**src/rtl/booth_pe_mac.sv**
```systemverilog
// Weight-stationary signed MAC cell with a radix-4 Booth sequential multiplier; result valid NITER+1 edges after accept, held until out_ready.
// Ingress stalls (in_ready=0) while busy or training; optional accumulator clamping with BOOTH_PE_ACC_SAT_EN, otherwise the sum wraps.
module booth_pe_mac #(
  parameter int ROW_NO    = 0,
  parameter int COLUMN_NO = 0,
  parameter int DATAWIDTH = 11
) (
  input  logic                     clk,
  input  logic                     rst_overall,
  input  logic                     rst_vals,
  input  logic                     train_en,
  input  logic [DATAWIDTH-1:0]     weight_update,
  input  logic                     in_valid,
  output logic                     in_ready,
  input  logic [DATAWIDTH-1:0]     value,
  input  logic [2*DATAWIDTH-1:0]   inp_west,
  output logic                     out_valid,
  input  logic                     out_ready,
  output logic [2*DATAWIDTH-1:0]   outp_east,
  output logic                     sat_flag,
  output logic                     busy
);

  localparam int ACCW  = 2 * DATAWIDTH;
  localparam int NITER = (DATAWIDTH + 1) / 2;
  localparam int MW    = 2 * NITER;
  localparam int CW    = $clog2(NITER + 1);

  if (DATAWIDTH < 4 || DATAWIDTH > 32 || ROW_NO < 0 || COLUMN_NO < 0) begin : g_bad_param
    $error("booth_pe_mac: illegal parameter value");
  end

  typedef enum logic [1:0] {S_IDLE, S_MUL, S_ACC, S_HOLD} state_e;

  state_e                state_q, state_d;
  logic [DATAWIDTH-1:0]  weight_q, weight_d;
  logic [ACCW-1:0]       mc_q, mc_d;
  logic [MW-1:0]         mplier_q, mplier_d;
  logic                  prev_q, prev_d;
  logic [ACCW-1:0]       pp_q, pp_d;
  logic [ACCW-1:0]       west_q, west_d;
  logic [CW-1:0]         cnt_q, cnt_d;
  logic [ACCW-1:0]       out_q, out_d;
  logic                  ovld_q, ovld_d;
  logic                  sat_q, sat_d;

  logic [DATAWIDTH:0]    wsum;
  logic [DATAWIDTH-1:0]  wclamp;
  logic [2:0]            grp;
  logic [ACCW-1:0]       mc2;
  logic [ACCW-1:0]       booth_pp;
  logic [ACCW-1:0]       acc_res;
  logic                  acc_sat;

  assign wsum = {weight_q[DATAWIDTH-1], weight_q} + {weight_update[DATAWIDTH-1], weight_update};

  always_comb begin
    wclamp = wsum[DATAWIDTH-1:0];
    if (wsum[DATAWIDTH] != wsum[DATAWIDTH-1]) begin
      wclamp = wsum[DATAWIDTH] ? {1'b1, {(DATAWIDTH-1){1'b0}}} : {1'b0, {(DATAWIDTH-1){1'b1}}};
    end
  end

  // Booth group: two multiplier bits plus the bit shifted out last cycle.
  assign grp = {mplier_q[1:0], prev_q};
  assign mc2 = mc_q << 1;

  always_comb begin
    booth_pp = '0;
    case (grp)
      3'b001, 3'b010: booth_pp = mc_q;
      3'b011:         booth_pp = mc2;
      3'b100:         booth_pp = -mc2;
      3'b101, 3'b110: booth_pp = -mc_q;
      default:        booth_pp = '0;
    endcase
  end

`ifdef BOOTH_PE_ACC_SAT_EN
  logic [ACCW:0] acc_sum;
  assign acc_sum = {pp_q[ACCW-1], pp_q} + {west_q[ACCW-1], west_q};
  assign acc_sat = acc_sum[ACCW] ^ acc_sum[ACCW-1];
  always_comb begin
    acc_res = acc_sum[ACCW-1:0];
    if (acc_sat) begin
      acc_res = acc_sum[ACCW] ? {1'b1, {(ACCW-1){1'b0}}} : {1'b0, {(ACCW-1){1'b1}}};
    end
  end
`else
  assign acc_res = pp_q + west_q;
  assign acc_sat = 1'b0;
`endif

  always_comb begin
    state_d  = state_q;
    weight_d = weight_q;
    mc_d     = mc_q;
    mplier_d = mplier_q;
    prev_d   = prev_q;
    pp_d     = pp_q;
    west_d   = west_q;
    cnt_d    = cnt_q;
    out_d    = out_q;
    ovld_d   = ovld_q;
    sat_d    = sat_q;
    if (rst_vals) begin
      state_d  = S_IDLE;
      mc_d     = '0;
      mplier_d = '0;
      prev_d   = 1'b0;
      pp_d     = '0;
      west_d   = '0;
      cnt_d    = '0;
      out_d    = '0;
      ovld_d   = 1'b0;
      sat_d    = 1'b0;
    end else begin
      case (state_q)
        S_IDLE: begin
          if (train_en) begin
            weight_d = wclamp;
          end else if (in_valid) begin
            mc_d     = ACCW'($signed(weight_q));
            mplier_d = MW'($signed(value));
            prev_d   = 1'b0;
            pp_d     = '0;
            west_d   = inp_west;
            cnt_d    = CW'(NITER - 1);
            state_d  = S_MUL;
          end
        end
        S_MUL: begin
          pp_d     = pp_q + booth_pp;
          mc_d     = mc_q << 2;
          mplier_d = mplier_q >> 2;
          prev_d   = mplier_q[1];
          cnt_d    = cnt_q - CW'(1);
          if (cnt_q == '0) state_d = S_ACC;
        end
        S_ACC: begin
          out_d   = acc_res;
          sat_d   = acc_sat;
          ovld_d  = 1'b1;
          state_d = S_HOLD;
        end
        S_HOLD: begin
          if (out_ready) begin
            ovld_d  = 1'b0;
            state_d = S_IDLE;
          end
        end
        default: state_d = S_IDLE;
      endcase
    end
  end

  always_ff @(posedge clk or posedge rst_overall) begin
    if (rst_overall) begin
      state_q  <= S_IDLE;
      weight_q <= '0;
      mc_q     <= '0;
      mplier_q <= '0;
      prev_q   <= 1'b0;
      pp_q     <= '0;
      west_q   <= '0;
      cnt_q    <= '0;
      out_q    <= '0;
      ovld_q   <= 1'b0;
      sat_q    <= 1'b0;
    end else begin
      state_q  <= state_d;
      weight_q <= weight_d;
      mc_q     <= mc_d;
      mplier_q <= mplier_d;
      prev_q   <= prev_d;
      pp_q     <= pp_d;
      west_q   <= west_d;
      cnt_q    <= cnt_d;
      out_q    <= out_d;
      ovld_q   <= ovld_d;
      sat_q    <= sat_d;
    end
  end

  assign in_ready  = (state_q == S_IDLE) && !train_en;
  assign busy      = (state_q != S_IDLE);
  assign out_valid = ovld_q;
  assign outp_east = out_q;
  assign sat_flag  = sat_q;

endmodule
```
**config.mk**
```make
export PLATFORM = sky130hd
export DESIGN_NAME = booth_pe_mac
export DESIGN_NICKNAME = d
export VERILOG_FILES = /design/src/rtl/booth_pe_mac.sv
export SDC_FILE = /design/constraint.sdc
export NUM_CORES = 1
export LEC_CHECK = 0
export CAP_MARGIN = 40
export CORE_MARGIN = 3
export CORE_UTILIZATION = 59
export CTS_BUF_LIST = sky130_fd_sc_hd__clkbuf_16
export DETAILED_ROUTE_END_ITERATION = 6
export PLACE_DENSITY = 0.81
export SYNTH_ARGS = -nofsm -noshare
export SYNTH_HDL_FRONTEND = slang
export SYNTH_SLANG_ARGS = --single-unit
```
**constraint.sdc**
```tcl
create_clock -name clk -period 5.88 [get_ports clk]
set_input_delay 0.882 -clock clk [delete_from_list [all_inputs] [get_ports clk]]
set_output_delay 0.882 -clock clk [all_outputs]
set_load 0.05 [all_outputs]
```
## Word-level counts from Yosys, hierarchy flattened

Cells that the tools add are included.
W data, S select, Z words.

| storage, ports and cells | value |
|---|---|
| bits of input ports | 50 |
| output and inout bits | 26 |
| logic and storage cells | 90 |
| bits in registers | 119 |

| cells by class | value |
|---|---|
| bitwise logic cells | 1 |
| add/subtract/negate cells | 6 |
| equal/unequal tests | 15 |
| multiplexer cells | 40 |
| reduce and logical (&&, ||, !) cells | 17 |

Operators with widths:

| kind | count |
|---|---|
| $mux W22 | 12 |
| $pmux W22 S2 | 2 |
| $pmux W22 S4 | 1 |
| $add A22 B22 Y22 | 2 |
| $neg A22 Y22 | 2 |
| $mux W12 | 3 |
| $pmux W12 S2 | 1 |
| $mux W11 | 2 |
| $add A11 B11 Y12 | 1 |
| $ne A3 B3 Y1 const B | 4 |
| $mux W2 | 5 |
| $eq A3 B3 Y1 const B | 3 |
| $mux W3 | 3 |
| $reduce_and A3 Y1 | 3 |
| $pmux W2 S4 | 1 |
| $reduce_bool A2 Y1 | 4 |
| $mux W1 | 7 |
| $eq A3 B2 Y1 const B | 2 |
| $pmux W3 S2 | 1 |
| $reduce_bool A3 Y1 | 2 |
| $eq A2 B2 Y1 const B | 2 |
| $pmux W1 S2 | 2 |
| $reduce_and A4 Y1 | 1 |
| $reduce_or A2 Y1 | 2 |
| other kinds (11) | 11 |

## Logic depth before layout (Yosys ltp)

| depth | value |
|---|---|
| depth in word-level cells | 6 |
| depth in mapped cells | 21 |
| depth with buffers taken out | 19 |

## Worst setup path after synthesis

Ideal clock, no wire load.

| path | value |
|---|---|
| kind | register to register |
| start point | register mc_q[0] |
| end point | register pp_q[18] |
| clock period less this slack | 4296 ps |
| data required time | 5811 ps |
| setup time | 69 ps |
| data arrival time | 4227 ps |
| cell stages (with the launch flop) | 21 |
| setup slack | 1584 ps |
| buffers on the path | 2 |
| cell sequence | dfrtp_1 > inv_1 > ha_1 > or3b_4 > buf_6 > or2_2 > nor2_1 > xor2_1 > nand2_1 > a32o_1 > a21o_1 > ha_1 > clkbuf_1 > a21o_1 > o21bai_1 > a21o_1 > a21oi_1 > o21ai_1 > a32o_1 > or4_1 > nand3_1 |

| between the ends | value |
|---|---|
| cells in the longest elaborated chain, start to end | 5 |
| elaborated cells between the ends (all ways) | 6 |
| those cells by class | 3 x add/sub; 3 x mux |

Ends and longest elaborated chain:

| item | RTL line | RTL |
|---|---|---|
| start: declaration | 37 | `logic [ACCW-1:0] mc_q, mc_d;` |
| start signal: assignment | 173 | `mc_q <= mc_d;` |
| $neg A22 Y22 (on tied branches) | 74, 73 |  |
| $pmux W22 S4 * | 70 | `case (grp)` |
| $add A22 B22 Y22 * | 133 | `pp_d = pp_q + booth_pp;` |
| $pmux W22 S2 * | 118 | `case (state_q)` |
| $mux W22 * | 106 | `if (rst_vals) begin` |
| end signal: assignment | 176 | `pp_q <= pp_d;` |
| end: declaration | 40 | `logic [ACCW-1:0] pp_q, pp_d;` |

Every way passes the cells marked *; elsewhere a longest branch is shown, timed or not.
A chain may end at the register's enable or synchronous reset.

## Final worst setup path

| path | value |
|---|---|
| start point | register mc_q[1] |
| end point | register pp_q[18] |

Same word-level chain as after synthesis.

==> results.yml <==
sta:
  max-slew-margin-rel: 0.4061
  finalSetupViolations: 0
  finalMaxSlewViolations: 0
  hold_violations: 0
  rsz0062_at_grt: "no"
  worstMarginPinSlew_ps: 888.7
  period_share: 0.7741
  fmax_mhz: 219.7
  fin_skew_ps: 9.635
  setup-tns-final_ps: 0
  fin_crit_ps: 4551
critical_path:
  timing.rr.end: "pp_q[18]"
  r2r_slack_ps: 1330
  critPathKind: "flop to flop"
  arrival_ps: 4900
  crit_path_end: "pp_q[18]"
  cp_slowest_cell: "or4_1"
  startpoint: "mc_q[1]"
  cp.required_ps: 6230
  cp_slowest_stage_delay_ps: 480
  r2r_start: "mc_q[1]"
  cp-end-kind: "flop"
  cp_cell_sequence: "inv_1 -> ha_1 -> or3b_4 -> or2_2 -> nor2_1 -> xor2_1 -> nand2_1 -> a32o_1 -> a21o_1 -> ha_1 -> a21o_1 -> o21bai_1 -> a21o_1 -> a21oi_1 -> o21ai_1 -> a32o_1 -> or4_1 -> nand3_1"
  crit_path_frequent_cell: "a21o_1"
  critPathLaunchType: "flop"
  rr_worst_depth: 18
  crit_fanout: 7
power:
  power_frac_seq: 0.262
  vdd_ir_drop_max_uv: 356.1
  pwr_density_cell_nw_per_um2: 494.8
  p_sw_mw: 2.289
  p_leak_nw: 4.338
  p_int_mw: 2.678
  p_comb_frac: 0.554
  p_sw_frac: 0.4609
  power_mw: 4.967
  pwr-share-clk: 0.183
route:
  drt_iter0_drc: 583
  ant_nets: 0
  first_pass_iters: 5
  vias_per_cell: 6.059
  wl_um: 20980
  wire_per_inst_um: 16.38
  vias: 7762
  drc_errors: 0
clock_tree:
  clkTransAtPathRegs_ps: 50
  cts-buffers-inserted: 17
  cts_root_buf: "clkbuf_16"
  clk_latency_ps: 420
  post_cts_resized: 0
  numClockSinks: 117
  post_cts_buffers: 0
  cts_tree: "done"
  cts_buffer_depth: 2
  ctsHoldBuffers: 0
  ctsHtreeMaxLevel: 4
synth:
  ys_seq_area_frac: 0.3310
  post-synth-top-area-cell: "dfrtp_1"
  syn_inst: 1051
  syn_avg_cell_area_um2: 8.417
  syn-num-nets: 1164
  synth_edf_count: 0
  async_reset_ff_frac: 1.000
  syn_area_um2: 8846
  ys.flop_type: "dfrtp_1"
  synth_seq_cells: 117
  synth_most_common_cell: "nand2_1"
  synthTopCellsByCount: "166 x nand2_1, 117 x dfrtp_1, 101 x a21oi_1"
  ys_top_cells_by_area: "dfrtp_1 33%, ha_1 8.5%, nand2_1 7.0%"
  yosysTopAreaCellShare: 0.3310
  synth-warning-count: 0
  yosys.cell_types.count: 77
final_layout:
  drive_above_1_share: 0.06016
  syn_to_final_growth_pct: 13.49
  antenna_cells: 0
  finalNetCount: 1197
  fin_util: 0.6882
global_routing:
  grt_pass1_wl_um: 35870
  grt_max_degree: 94
  grt_use_total: 0.2644
  grt-ovfl-total: 0
  grt_pass1_vias: 7520
  antenna_found_initial: 0
placed_design:
  numPortBuffers: 74
  gp_congestion: 0.8956
  dpl.hpwl_um: 14840
worst_hold_path:
  hold_path.class: "flop to flop"
floorplan:
  coreArea_um2: 14590
  die_area_um2: 16500
  die_y_um: 128.4
  die_x_um: 128.4
  start_util: 0.6063
  ios: 76
  rows: 44
flow_run:
  max-cap-violations: 0
outcome:
  status: "finished, final reports clean"
[metrics by stage]
step | instances | cell area, um2 | hold slack [ps] | setup slack [ps]
final | 1281 | 10040 | 475.9 | 1329
after global routing | 1281 | 10040 | 495.6 | 959.6
after CTS | 1281 | 10040 | 477.7 | 1385
after detailed placement | 1249 | 9522 | 465.9 | 1403
after global placement | 1249 | 9522 | 459.1 | 1489
after floorplan | 1051 | 8846 | 448.3 | 1584
[how the worst min path moves through the flow]
stage	startpoint	end	slack [ps]	depth (start not counted)
3_5_place_dp	mplier_q[5]	mplier_q[5]	470	2
5_1_grt	mplier_q[5]	mplier_q[5]	500	2
3_3_place_gp	mplier_q[3]	mplier_q[3]	460	2
4_1_cts	mplier_q[5]	mplier_q[5]	480	2
2_1_floorplan	mplier_q[2]	mplier_q[2]	450	2
6_report	mplier_q[5]	mplier_q[5]	480	2
[state kept, by name, indices dropped and copies added (netlist names)]
name and count:
outp_east 22, mc_q 22, state_q 2, prev_q 1, mplier_q 11, cnt_q 3, out_valid 1, west_q 22
weight_q 11, pp_q 22
[layout by cell type (no fill, tap or decap), types with 10 or more instances in the layout]
| master | synthesis | layout |
|---|---|---|
| nand2b_1 | 10 | 10 |
| a21oi_1 | 101 | 101 |
| xor2_1 | 23 | 23 |
| ha_1 | 60 | 59 |
| xnor2_1 | 41 | 41 |
| a21o_1 | 20 | 20 |
| a221oi_1 | 11 | 11 |
| nand3_1 | 16 | 16 |
| clkdlybuf4s50_1 | 0 | 73 |
| mux2i_1 | 38 | 38 |
| nor3_1 | 17 | 16 |
| o21ai_0 | 72 | 72 |
| nand2_1 | 166 | 166 |
| nor2_1 | 74 | 74 |
| o31ai_1 | 35 | 35 |
| o21bai_1 | 10 | 10 |
| buf_4 | 4 | 12 |
| inv_1 | 28 | 29 |
| clkbuf_16 | 0 | 17 |
| a31oi_1 | 11 | 11 |
| a211oi_1 | 17 | 16 |
| dfrtp_1 | 117 | 117 |
[cells by family after synthesis]
| logic type | after synthesis | share of synthesized area |
|---|---|---|
| mux | 39 | 0.04427 |
| buf+inv | 103 | 0.05870 |
| xor+xnor | 64 | 0.06337 |
| compound gates | 327 | 0.2330 |
| flops | 117 | 0.3310 |
| fa+ha+maj | 69 | 0.09844 |
| other cells | 1 | 0.0004239 |
| simple gates | 331 | 0.1709 |
[worst max-delay path, delay by kind of cell, from the launching register on]
family | cells | cell delay, ps
DFF | 1 | 430
buffers and inverters | 1 | 100
and+or+nand+nor | 6 | 1620
AOI/OAI and AO/OA | 8 | 1630
xor gates and xnor gates | 1 | 160
adders and majority gates | 2 | 540
[cell type report]
class	count	area, um2
fill	1176	4549
timing repair buffer	86	825.8
tap	184	230.2
clock buffer	17	425.4
clock inverter	15	92.59
multi-input combinational	831	5419
inverter	31	118.9
sequential	117	2928
[metal layers]
metal	part of all wire	global-route usage	vias up
li1	-	-	3829
met1	0.46	0.3634	3743
met2	0.49	0.4355	168
met3	0.037	0.04110	22
met4	0.013	0.07491	0
met5	0	0	-
[power by group through the flow]
stage,Clock (mW),Sequential (mW),Combinational [mW]
2_1_floorplan,0,1.23,2.32
3_3_place_gp,0,1.30,2.67
3_5_place_dp,0,1.31,2.72
4_1_cts,0.918,1.30,2.74
5_1_grt,0.958,1.34,3.09
6_report,0.910,1.30,2.75
No activity file was read; power rests on OpenSTA's default activity.
